### config.mk
export PLATFORM = sky130hd
export DESIGN_NAME = pio_mux_ctrl
export DESIGN_NICKNAME = d
export VERILOG_FILES = /design/src/rtl/pio_mux_ctrl.sv
export SDC_FILE = /design/constraint.sdc
export NUM_CORES = 1
export LEC_CHECK = 0
export ABC_AREA = 1
export BUFFER_PORTS_ARGS = -buffer_cell sky130_fd_sc_hd__buf_2
export CORE_AREA = 10 10 222 224
export DETAILED_ROUTE_END_ITERATION = 8
export DIE_AREA = 0 0 232 234
export PLACE_DENSITY_LB_ADDON = 0.3
export SLEW_MARGIN = 20
export SYNTH_ARGS = -nofsm -noshare
export SYNTH_HDL_FRONTEND = slang
export SYNTH_SLANG_ARGS = --single-unit
### constraint.sdc
create_clock -name iCLK -period 2.2 [get_ports iCLK]
set_input_delay 0.22 -clock iCLK [delete_from_list [all_inputs] [get_ports iCLK]]
set_output_delay 0.22 -clock iCLK [all_outputs]
set_load 0.1 [all_outputs]
### src/rtl/pio_mux_ctrl.sv
// Pin-mux and GPIO controller for one FPGA pin bank: Avalon-MM register file,
// hi-Z guard on selector changes, input synchronisers and sticky edge interrupts.
module pio_mux_ctrl #(
    parameter int PINS        = 32,
    parameter int FUNCS       = 4,
    parameter int GUARD       = 4,
    parameter int SYNC_STAGES = 2
) (
    input  logic                         iCLK,
    input  logic                         iRESET,
    input  logic [5:0]                   iADDRESS,
    input  logic                         iREAD,
    input  logic                         iWRITE,
    input  logic [31:0]                  iWRITE_DATA,
    output logic [31:0]                  oREAD_DATA,
    input  logic [PINS-1:0]              iPIN_IN,
    input  logic [PINS*(FUNCS-1)-1:0]    iALT_OUT,
    input  logic [PINS*(FUNCS-1)-1:0]    iALT_OE,
    output logic [PINS-1:0]              oPIN_OUT,
    output logic [PINS-1:0]              oPIN_OE,
    output logic [PINS-1:0]              oSYNC_IN,
    output logic                         oIRQ
);
    localparam int SELW = $clog2(FUNCS);
    // One spare selector bit so out-of-range codes stay distinguishable and read back.
    localparam int MSW  = SELW + 1;

    logic [PINS-1:0] out_q, out_d, dir_q, dir_d;
    logic [PINS-1:0] rise_en_q, rise_en_d, fall_en_q, fall_en_d;
    logic [PINS-1:0] status_q, status_d, prev_q, prev_d;
    logic [SYNC_STAGES-1:0][PINS-1:0] sync_q, sync_d;
    logic [PINS-1:0][MSW-1:0] msel_q, msel_d;
    logic [PINS-1:0][3:0]     guard_q, guard_d;
    logic [PINS-1:0] pin_out_q, pin_out_d, pin_oe_q, pin_oe_d;
    logic            irq_q, irq_d;
    logic [31:0]     rdata_q, rdata_d, rd_word;

    logic [PINS-1:0] wdata, clr, sync_out, rise, fall;

    assign wdata    = iWRITE_DATA[PINS-1:0];
    assign sync_out = sync_q[SYNC_STAGES-1];
    assign rise     = sync_out & ~prev_q;
    assign fall     = ~sync_out & prev_q;
    assign prev_d   = sync_out;

    if (SYNC_STAGES > 1) begin : g_sync_chain
        assign sync_d = {sync_q[SYNC_STAGES-2:0], iPIN_IN};
    end else begin : g_sync_single
        assign sync_d = iPIN_IN;
    end

    always_comb begin
        out_d     = out_q;
        dir_d     = dir_q;
        rise_en_d = rise_en_q;
        fall_en_d = fall_en_q;
        clr       = '0;
        if (iWRITE) begin
            case (iADDRESS)
                6'd1:    out_d     = wdata;
                6'd2:    dir_d     = wdata;
                6'd3:    rise_en_d = wdata;
                6'd4:    fall_en_d = wdata;
                6'd5:    clr       = wdata;
                6'd6:    out_d     = out_q | wdata;
                6'd7:    out_d     = out_q & ~wdata;
                default: ;
            endcase
        end
        // A fresh edge outranks a same-cycle W1C on the same bit.
        status_d = (status_q & ~clr) | (rise & rise_en_q) | (fall & fall_en_q);
        irq_d    = |status_q;
    end

    always_comb begin
        rd_word = '0;
        case (iADDRESS)
            6'd0: rd_word[PINS-1:0] = sync_out;
            6'd1: rd_word[PINS-1:0] = out_q;
            6'd2: rd_word[PINS-1:0] = dir_q;
            6'd3: rd_word[PINS-1:0] = rise_en_q;
            6'd4: rd_word[PINS-1:0] = fall_en_q;
            6'd5: rd_word[PINS-1:0] = status_q;
            default: begin
                for (int p = 0; p < PINS; p++) begin
                    if (iADDRESS == 6'(8 + p)) rd_word[MSW-1:0] = msel_q[p];
                end
            end
        endcase
        rdata_d = iREAD ? rd_word : rdata_q;
    end

    for (genvar p = 0; p < PINS; p++) begin : g_pin
        logic [FUNCS-1:0] f_oe, f_out;
        logic             msel_wr, sel_ok;

        assign f_oe[0]  = dir_q[p];
        assign f_out[0] = out_q[p];
        for (genvar f = 1; f < FUNCS; f++) begin : g_fn
            assign f_oe[f]  = iALT_OE[(f-1)*PINS + p];
            assign f_out[f] = iALT_OUT[(f-1)*PINS + p];
        end

        // Only a real change of selector opens a guard window; rewriting is a no-op.
        assign msel_wr    = iWRITE && (iADDRESS == 6'(8 + p)) &&
                            (iWRITE_DATA[MSW-1:0] != msel_q[p]);
        assign msel_d[p]  = msel_wr ? iWRITE_DATA[MSW-1:0] : msel_q[p];
        assign guard_d[p] = msel_wr ? 4'(GUARD) :
                            (guard_q[p] != 4'd0) ? guard_q[p] - 4'd1 : 4'd0;

        assign sel_ok       = (guard_q[p] == 4'd0) && (msel_q[p] < MSW'(FUNCS));
        assign pin_oe_d[p]  = sel_ok ? f_oe[msel_q[p][SELW-1:0]]  : 1'b0;
        assign pin_out_d[p] = sel_ok ? f_out[msel_q[p][SELW-1:0]] : 1'b0;
    end

    always_ff @(posedge iCLK) begin
        if (iRESET) begin
            out_q     <= '0;
            dir_q     <= '0;
            rise_en_q <= '0;
            fall_en_q <= '0;
            status_q  <= '0;
            prev_q    <= '0;
            sync_q    <= '0;
            msel_q    <= '0;
            guard_q   <= '0;
            pin_out_q <= '0;
            pin_oe_q  <= '0;
            irq_q     <= 1'b0;
            rdata_q   <= '0;
        end else begin
            out_q     <= out_d;
            dir_q     <= dir_d;
            rise_en_q <= rise_en_d;
            fall_en_q <= fall_en_d;
            status_q  <= status_d;
            prev_q    <= prev_d;
            sync_q    <= sync_d;
            msel_q    <= msel_d;
            guard_q   <= guard_d;
            pin_out_q <= pin_out_d;
            pin_oe_q  <= pin_oe_d;
            irq_q     <= irq_d;
            rdata_q   <= rdata_d;
        end
    end

    assign oREAD_DATA = rdata_q;
    assign oPIN_OUT   = pin_out_q;
    assign oPIN_OE    = pin_oe_q;
    assign oSYNC_IN   = sync_out;
    assign oIRQ       = irq_q;

endmodule
==> run summary, run 1 <==
Status = completed
Power per cell area = 887.2 nW/um^2
DRT Wirelength = 90810 um
Reg-to-reg endpoint = oPIN_OE[1]$_SDFF_PP0_
Detailed Routing Iterations Pass 1 = 7
Hold path depth = 5
Final HPWL DP = 61430 um
RSZ-0062 raised after global routing = true
Cell row count = 78
Area of the multi-input gates = 11560 sq um
Layout Area Growth over Synthesis = 29.74%
Register-to-register setup slack = 0.05 ns
CTS Buf Count = 59
Sw Share = 31.38%
First-pass GRT wire length = 140200 um
Number of cells on the worst reg-to-reg path = 6
CTS tree = built
Gpl congestion = 0.9437
Psw = 9.116 mW
Vias in the first global route = 26.23k
PortBufs = 394
Netlist Area Pre-Place = 25230 sq um
Max Cap Violations = 0
Top-area cell type share of the netlist area = 45.78%
Worst path most repeated cell = dlygate4sd3_1
Worst-Margin Slew = 0.7476 ns
Synth area leaders = dfxtp_1 46%, nor2_1 8.3%, a21oi_1 7.9%, nand2_1 7.3%, o21ai_0 6.2%
Average wire per standard cell = 18.92 um
Syn. warnings = 0
Largest net degree at the start of global routing = 136
CP endpoint kind = flop
Max incr delay on CP = 0.58 ns
Worst Skew = 0.01732 ns
Setup violators final = 0
WS Path Type = reg -> reg
Worst path slowest cell = dlygate4sd3_1
Hold_sp = iALT_OE[32]
GRT met2 Usage = 53.21%
Crit-path cells = buf_4, inv_1, o21ai_0, dlygate4sd3_1, a21oi_1, dlygate4sd3_1
Share of cells above drive strength 1 = 16.17%
Antenna Violating Nets Remaining = 0
Via-per-instance ratio = 5.648
Critical Path AT = 2.74 ns
Highest-count cells in the layout ignoring fill and taps = 557 x dfxtp_1, 549 x nor2_1, 492 x nand2_1
Peak supply drop = 0.6606 mV
DP Cell Count = 4477
Critical Path RT = 2.79 ns
Layer with the highest usage = met2
Clk pwr share = 35.2%
Hold/Removal Path Class = in -> reg
Hold Crit Endpoint = oPIN_OE[0]$_SDFF_PP0_
Fin. Hold Viols = 0
NumNets Final = 4450
Vias = 27.11k
Leading cell type in the layout, fill and taps excluded = dfxtp_1
Flops & latches, synth = 577
Initial DRC count = 2853
Clock-pin slew on the worst setup and hold paths = 0.06 ns
Max Slew Vio Count = 0
Die W = 232 um
Syn Inst Count = 3503
Pint = 19.93 mW
Antenna violations before repair = 11
Drt drc = 0
CTS root buf = clkbuf_16
Logic pwr share = 22.4%
Part of the cycle the worst path needs = 97.89%
Starting Density = 56.21%
Min Tclk post-route = 2.154 ns
Clock insertion delay at the later pin of the skew report = 0.65 ns
Total power draw = 29.05 mW
Fmax = 0.4643 GHz
FILL cells = 3517
Core area = 44890 sq um
Static leakage = 13.55 nW
Reg power frac = 42.4%
Seq/Total Area, Yosys = 45.78%
M3 GR Usage = 6.055%
Total negative slack = 0 ns
R2r startpoint = msel_q[3]$_SDFFE_PP0P_
H-tree Lvls = 2
Critical Path Start Type = flop
Critical-path maximum fanout = 7
M1 GR Usage = 38.27%
Gr usage total = 32.11%
CTS Sinks = 577
Final instance count without filler cells = 4800
Number of distinct library cells after synthesis = 36
Io pins = 395
Die height = 234 um
DIE AREA = 54290 sq um
Slew headroom = 50.16%
Cell taking the most area after synthesis = dfxtp_1
Post-synthesis net count = 3801
Total congestion overflow = 0
Mean Syn Cell Area = 7.203 sq um
Register area = 11580 sq um
Max Root-Sink Buffers = 3
## registers in the layout, indices dropped and copies added, names as in the netlist
signal	count
out_q	32
status_q	32
oSYNC_IN	32
oPIN_OE	32
oIRQ	1
prev_q	32
oPIN_OUT	32
sync_d	32
oREAD_DATA	32
dir_q	32
guard_q	128
rise_en_q	32
msel_q	96
fall_en_q	32
## worst max path at each step
stage / from / endpoint / slack [ns] / cells after the start
final: msel_q[3]$_SDFFE_PP0P_ / oPIN_OE[1]$_SDFF_PP0_ / 0.05 / 6
after global routing: msel_q[2]$_SDFFE_PP0P_ / oREAD_DATA[2]$_SDFFE_PP0P_ / -0.18 / 20
after CTS: msel_q[90]$_SDFFE_PP0P_ / oPIN_OUT[30]$_SDFF_PP0_ / 0.06 / 5
after detailed placement: iADDRESS[3] / oREAD_DATA[2]$_SDFFE_PP0P_ / -0.13 / 22
after global placement: iADDRESS[1] / oREAD_DATA[2]$_SDFFE_PP0P_ / -0.13 / 23
after floorplan: iADDRESS[4] / oREAD_DATA[2]$_SDFFE_PP0P_ / 0.41 / 20
## cell usage after synthesis
master / count
dfxtp_1: 577
nor2_1: 557
nand2_1: 492
inv_1: 402
a21oi_1: 400
o21ai_0: 314
nand3_1: 169
clkbuf_1: 120
nor3_1: 75
a22oi_1: 54
xnor2_1: 54
a31oi_1: 44
nand4_1: 42
ha_1: 32
a41oi_1: 24
a211oi_1: 22
buf_1: 15
inv_2: 15
xor2_1: 15
buf_2: 12
nor4_1: 11
o21ai_1: 10
a221oi_1: 8
nor2_2: 6
o2111ai_1: 6
o31ai_1: 6
a221o_1: 4
o221ai_1: 4
o22ai_1: 4
clkinv_1: 2
o211ai_1: 2
buf_4: 1
buf_6: 1
nand2_2: 1
nand2_4: 1
nor2_4: 1
## routing by layer
| metal | part of all wire [%] | up-vias |
|---|---|---|
| met5 | 0.051 | - |
| met4 | 6.2 | 6 |
| met3 | 9.0 | 252 |
| met2 | 46 | 1359 |
| met1 | 39 | 12610 |
| li1 | - | 12890 |
## stage by stage
step	hold slack (ns)	worst slack [ns]	util, %	instance area, sq um
global route	0.008992	-0.1844	72.91	32730
global placement	0.3884	-0.1344	63.66	28580
detailed placement	0.3936	-0.1301	63.66	28580
finish	0.02213	0.04635	72.92	32740
CTS	0.007380	0.05555	72.76	32660
floorplan	0.3270	0.4092	-	25230
## worst max-delay path, delay by kind of cell, from the launching register on
family          cells  cell delay (ns)
flops               1             0.32
compound gates      2             0.27
buf+inv             4             1.50
## repair_timing
action	in CTS	in global routing
gates resized for setup	0	33
hold buffers	212	0
endpoints found under the setup margin	0	20
hold endpoints to repair	253	0
buffers inserted	0	2
## cell type report
type,instances,area share (%)
multi-input combinational,2358,35.30
sequential,577,35.37
antenna,6,0.04586
clock inverter,20,0.7529
inverter,419,4.823
tap,600,2.293
clock buffer,83,5.248
timing repair buffer,737,16.16
## kinds of logic (layout without fill, tap and decap cells)
| family | count (synthesis) | after routing | share of synthesized area [%] |
|---|---|---|---|
| flip-flops | 577 | 577 | 45.78 |
| XOR/XNOR | 69 | 69 | 2.395 |
| AO/OA/AOI/OAI | 902 | 902 | 19.67 |
| other | 0 | 6 | 0 |
| AND/OR/NAND/NOR | 1355 | 1355 | 22.02 |
| buffers and inverters | 568 | 1259 | 8.554 |
| adder cells (fa/ha/maj) | 32 | 32 | 1.587 |
## power by group through the flow
stage,Combinational [mW],Clock [mW],Sequential [mW]
3_3_place_gp,5.90,0,12.5
6_report,6.51,10.2,12.3
3_5_place_dp,6.11,0,12.5
5_1_grt,7.39,10.7,12.4
4_1_cts,6.42,10.3,12.3
2_1_floorplan,4.16,0,12.9
Note: power is estimated with default switching activity, not from simulation.
==> inputs of run 2 (changes only) <==
CORE_AREA = 8 8 220 222   (was 10 10 222 224)
DIE_AREA = 0 0 228 230   (was 0 0 232 234)
==> run 2 against run 1 <==
Against the previous run:
- the run now ends with DRC left
- clock-buffer cell count up 3
- worst setup slack lost 0.037 ns
- first-iteration DRC count decreased by 0.35%
- total power shrank 1.8%
- utilization decreased by 0.39 points
- combinational power about the same
- design area fell by 0.54%
- sequential share of layout area grew 0.20 points
- global-route usage rose by 0.59 points
- cell count barely moved
- critical endpoint is now oPIN_OUT[3]$_SDFF_PP0_
==> run summary, run 2 (same netlist as run 1, synthesis figures left out) <==
Max Cap Violations = 0 (unchanged)
Final HPWL DP = 59810 um (was 61430 um)
Hold/Removal Path Class = in -> reg (unchanged)
R2r startpoint = msel_q[9]$_SDFFE_PP0P_ (was msel_q[3]$_SDFFE_PP0P_)
Cell row count = 78 (unchanged)
Critical Path AT = 2.70 ns (was 2.74 ns)
Number of cells on the worst reg-to-reg path = 6 (unchanged)
Critical-path maximum fanout = 6 (was 7)
Antenna Violating Nets Remaining = 0 (unchanged)
RSZ-0062 raised after global routing = true (unchanged)
Violated checks = DRC
Slew headroom = 35.94% (was 50.16%)
Power per cell area = 876.0 nW/um^2 (was 887.2 nW/um^2)
Hold_sp = iALT_OE[34] (was iALT_OE[32])
Register area = 11580 sq um (about the same)
Clock insertion delay at the later pin of the skew report = 0.63 ns (was 0.65 ns)
First-pass GRT wire length = 140300 um (was 140200 um)
CTS Buf Count = 59 (unchanged)
PortBufs = 394 (unchanged)
Gpl congestion = 0.9601 (was 0.9437)
Part of the cycle the worst path needs = 99.56% (was 97.89%)
Io pins = 395 (unchanged)
CP endpoint kind = flop (unchanged)
Area of the multi-input gates = 11550 sq um (was 11560 sq um)
Initial DRC count = 2843 (was 2853)
Total power draw = 28.52 mW (was 29.05 mW)
Highest-count cells in the layout ignoring fill and taps = 555 x dfxtp_1, 550 x nor2_1, 491 x nand2_1 (was 557 x dfxtp_1, 549 x nor2_1, 492 x nand2_1)
CTS tree = built (unchanged)
Largest net degree at the start of global routing = 177 (was 136)
CTS Sinks = 577 (unchanged)
Setup violators final = 0 (unchanged)
DP Cell Count = 4472 (was 4477)
Detailed Routing Iterations Pass 1 = 9 (was 7)
Vias in the first global route = 26.04k (was 26.23k)
Static leakage = 13.46 nW (was 13.55 nW)
Fmax = 0.4565 GHz (was 0.4643 GHz)
Final instance count without filler cells = 4799 (was 4800)
Hold slack = 0.03625 ns (was 0.02213 ns)
Share of cells above drive strength 1 = 16.13% (was 16.17%)
Min Tclk post-route = 2.190 ns (was 2.154 ns)
Placed Area = 28530 sq um (was 28580 sq um)
FILL cells = 3518 (was 3517)
CTS root buf = clkbuf_16 (unchanged)
Leading cell type in the layout, fill and taps excluded = dfxtp_1 (unchanged)
Via-per-instance ratio = 5.647 (was 5.648)
Reg-to-reg endpoint = oPIN_OUT[3]$_SDFF_PP0_ (was oPIN_OE[1]$_SDFF_PP0_)
WS Path Type = reg -> reg (unchanged)
DIE AREA = 52440 sq um (was 54290 sq um)
Largest regs = guard_q: 128 flops, msel_q: 96 flops (unchanged)
Vias = 27.10k (was 27.11k)
Fin. Hold Viols = 0 (unchanged)
Max Slew Vio Count = 0 (unchanged)
Drt drc = 4 (was 0)
Critical Path RT = 2.71 ns (was 2.79 ns)
Average wire per standard cell = 18.82 um (was 18.92 um)
Total congestion overflow = 0 (unchanged)
Status = finished with violations (was completed)
Hold path depth = 5 (unchanged)
Max Root-Sink Buffers = 3 (unchanged)
Layout Area Growth over Synthesis = 29.04% (was 29.74%)
Gr usage total = 32.70% (was 32.11%)
Critical Path Start Type = flop (unchanged)
Antenna violations before repair = 10 (was 11)
Design Area, Final = 32560 sq um (was 32740 sq um)
NumNets Final = 4444 (was 4450)
Die height = 230 um (was 234 um)
H-tree Lvls = 2 (unchanged)
Worst-Margin Slew = 0.9609 ns (was 0.7476 ns)
Core area = 44890 sq um (unchanged)
Max reg flops = 128 (unchanged)
Total negative slack = 0 ns (unchanged)
Peak supply drop = 0.8167 mV (was 0.6606 mV)
Starting Density = 56.21% (unchanged)
Die W = 228 um (was 232 um)
Clock-pin slew on the worst setup and hold paths = 0.06 ns (about the same)
Register-to-register setup slack = 0.01 ns (was 0.05 ns)
DRT Wirelength = 90300 um (was 90810 um)
Worst Skew = 0.03082 ns (was 0.01732 ns)
Hold Crit Endpoint = oPIN_OE[2]$_SDFF_PP0_ (was oPIN_OE[0]$_SDFF_PP0_)
Reg with most FFs = guard_q (unchanged)
## run 2: stage by stage
step | setup WS, ns | utilization (%)
after floorplan | 0.4092 | -
after global placement | -0.1167 | 63.55
after detailed placement | -0.1420 | 63.55
after CTS | 0.05318 | 72.40
after global routing | -0.1949 | 72.52
final | 0.009591 | 72.53
## run 2: how the worst max path moves through the flow
stage,cells past startpoint,end,start
finish,6,oPIN_OUT[3]$_SDFF_PP0_,msel_q[9]$_SDFFE_PP0P_
global route,20,oREAD_DATA[2]$_SDFFE_PP0P_,msel_q[2]$_SDFFE_PP0P_
CTS,6,oPIN_OUT[5]$_SDFF_PP0_,msel_q[15]$_SDFFE_PP0P_
detailed placement,24,oREAD_DATA[2]$_SDFFE_PP0P_,iADDRESS[2]
global placement,24,oREAD_DATA[2]$_SDFFE_PP0P_,iADDRESS[2]
floorplan,20,oREAD_DATA[2]$_SDFFE_PP0P_,iADDRESS[4]
## run 2: per-layer routing
metal  vias to the layer above  track usage, %  share of wire [%]
li1                      12900               -                  -
met1                     12400           39.85                 38
met2                      1500           53.22                 45
met3                       301           6.772                9.8
met4                         4           19.17                6.3
met5                         -               0              0.030
## run 2: timing repair
| action | CTS | global route |
|---|---|---|
| hold endpoints to repair | 239 | 0 |
| resized for setup | 0 | 35 |
| setup endpoints to repair | 0 | 19 |
| hold buffers | 212 | 0 |
| setup buffers | 0 | 3 |
## run 2: final cells by class
cell class | instances | share of cell area, %
diodes | 8 | 0.06148
clock buffers | 86 | 5.214
clock inverters | 20 | 0.4765
inverters | 419 | 4.849
multi-input cells | 2358 | 35.48
flip-flops and latches | 577 | 35.57
well taps | 600 | 2.306
repair buffers | 731 | 16.05
## run 2: power breakdown
part / switching, mW / leakage [nW] / internal [mW] / total (mW)
Combinational: 4.05 / 7.83 / 2.44 / 6.49
Clock: 4.27 / 0.926 / 5.45 / 9.72
Sequential: 0.723 / 4.70 / 11.6 / 12.3
## run 2: critical path, cell delays in order (launching register included)
cell and delay (ns):
dfxtp_1 0.37, buf_4 0.17, inv_1 0.11, o21ai_0 0.22
dlygate4sd3_1 0.60, a21oi_1 0.06, dlygate4sd3_1 0.56
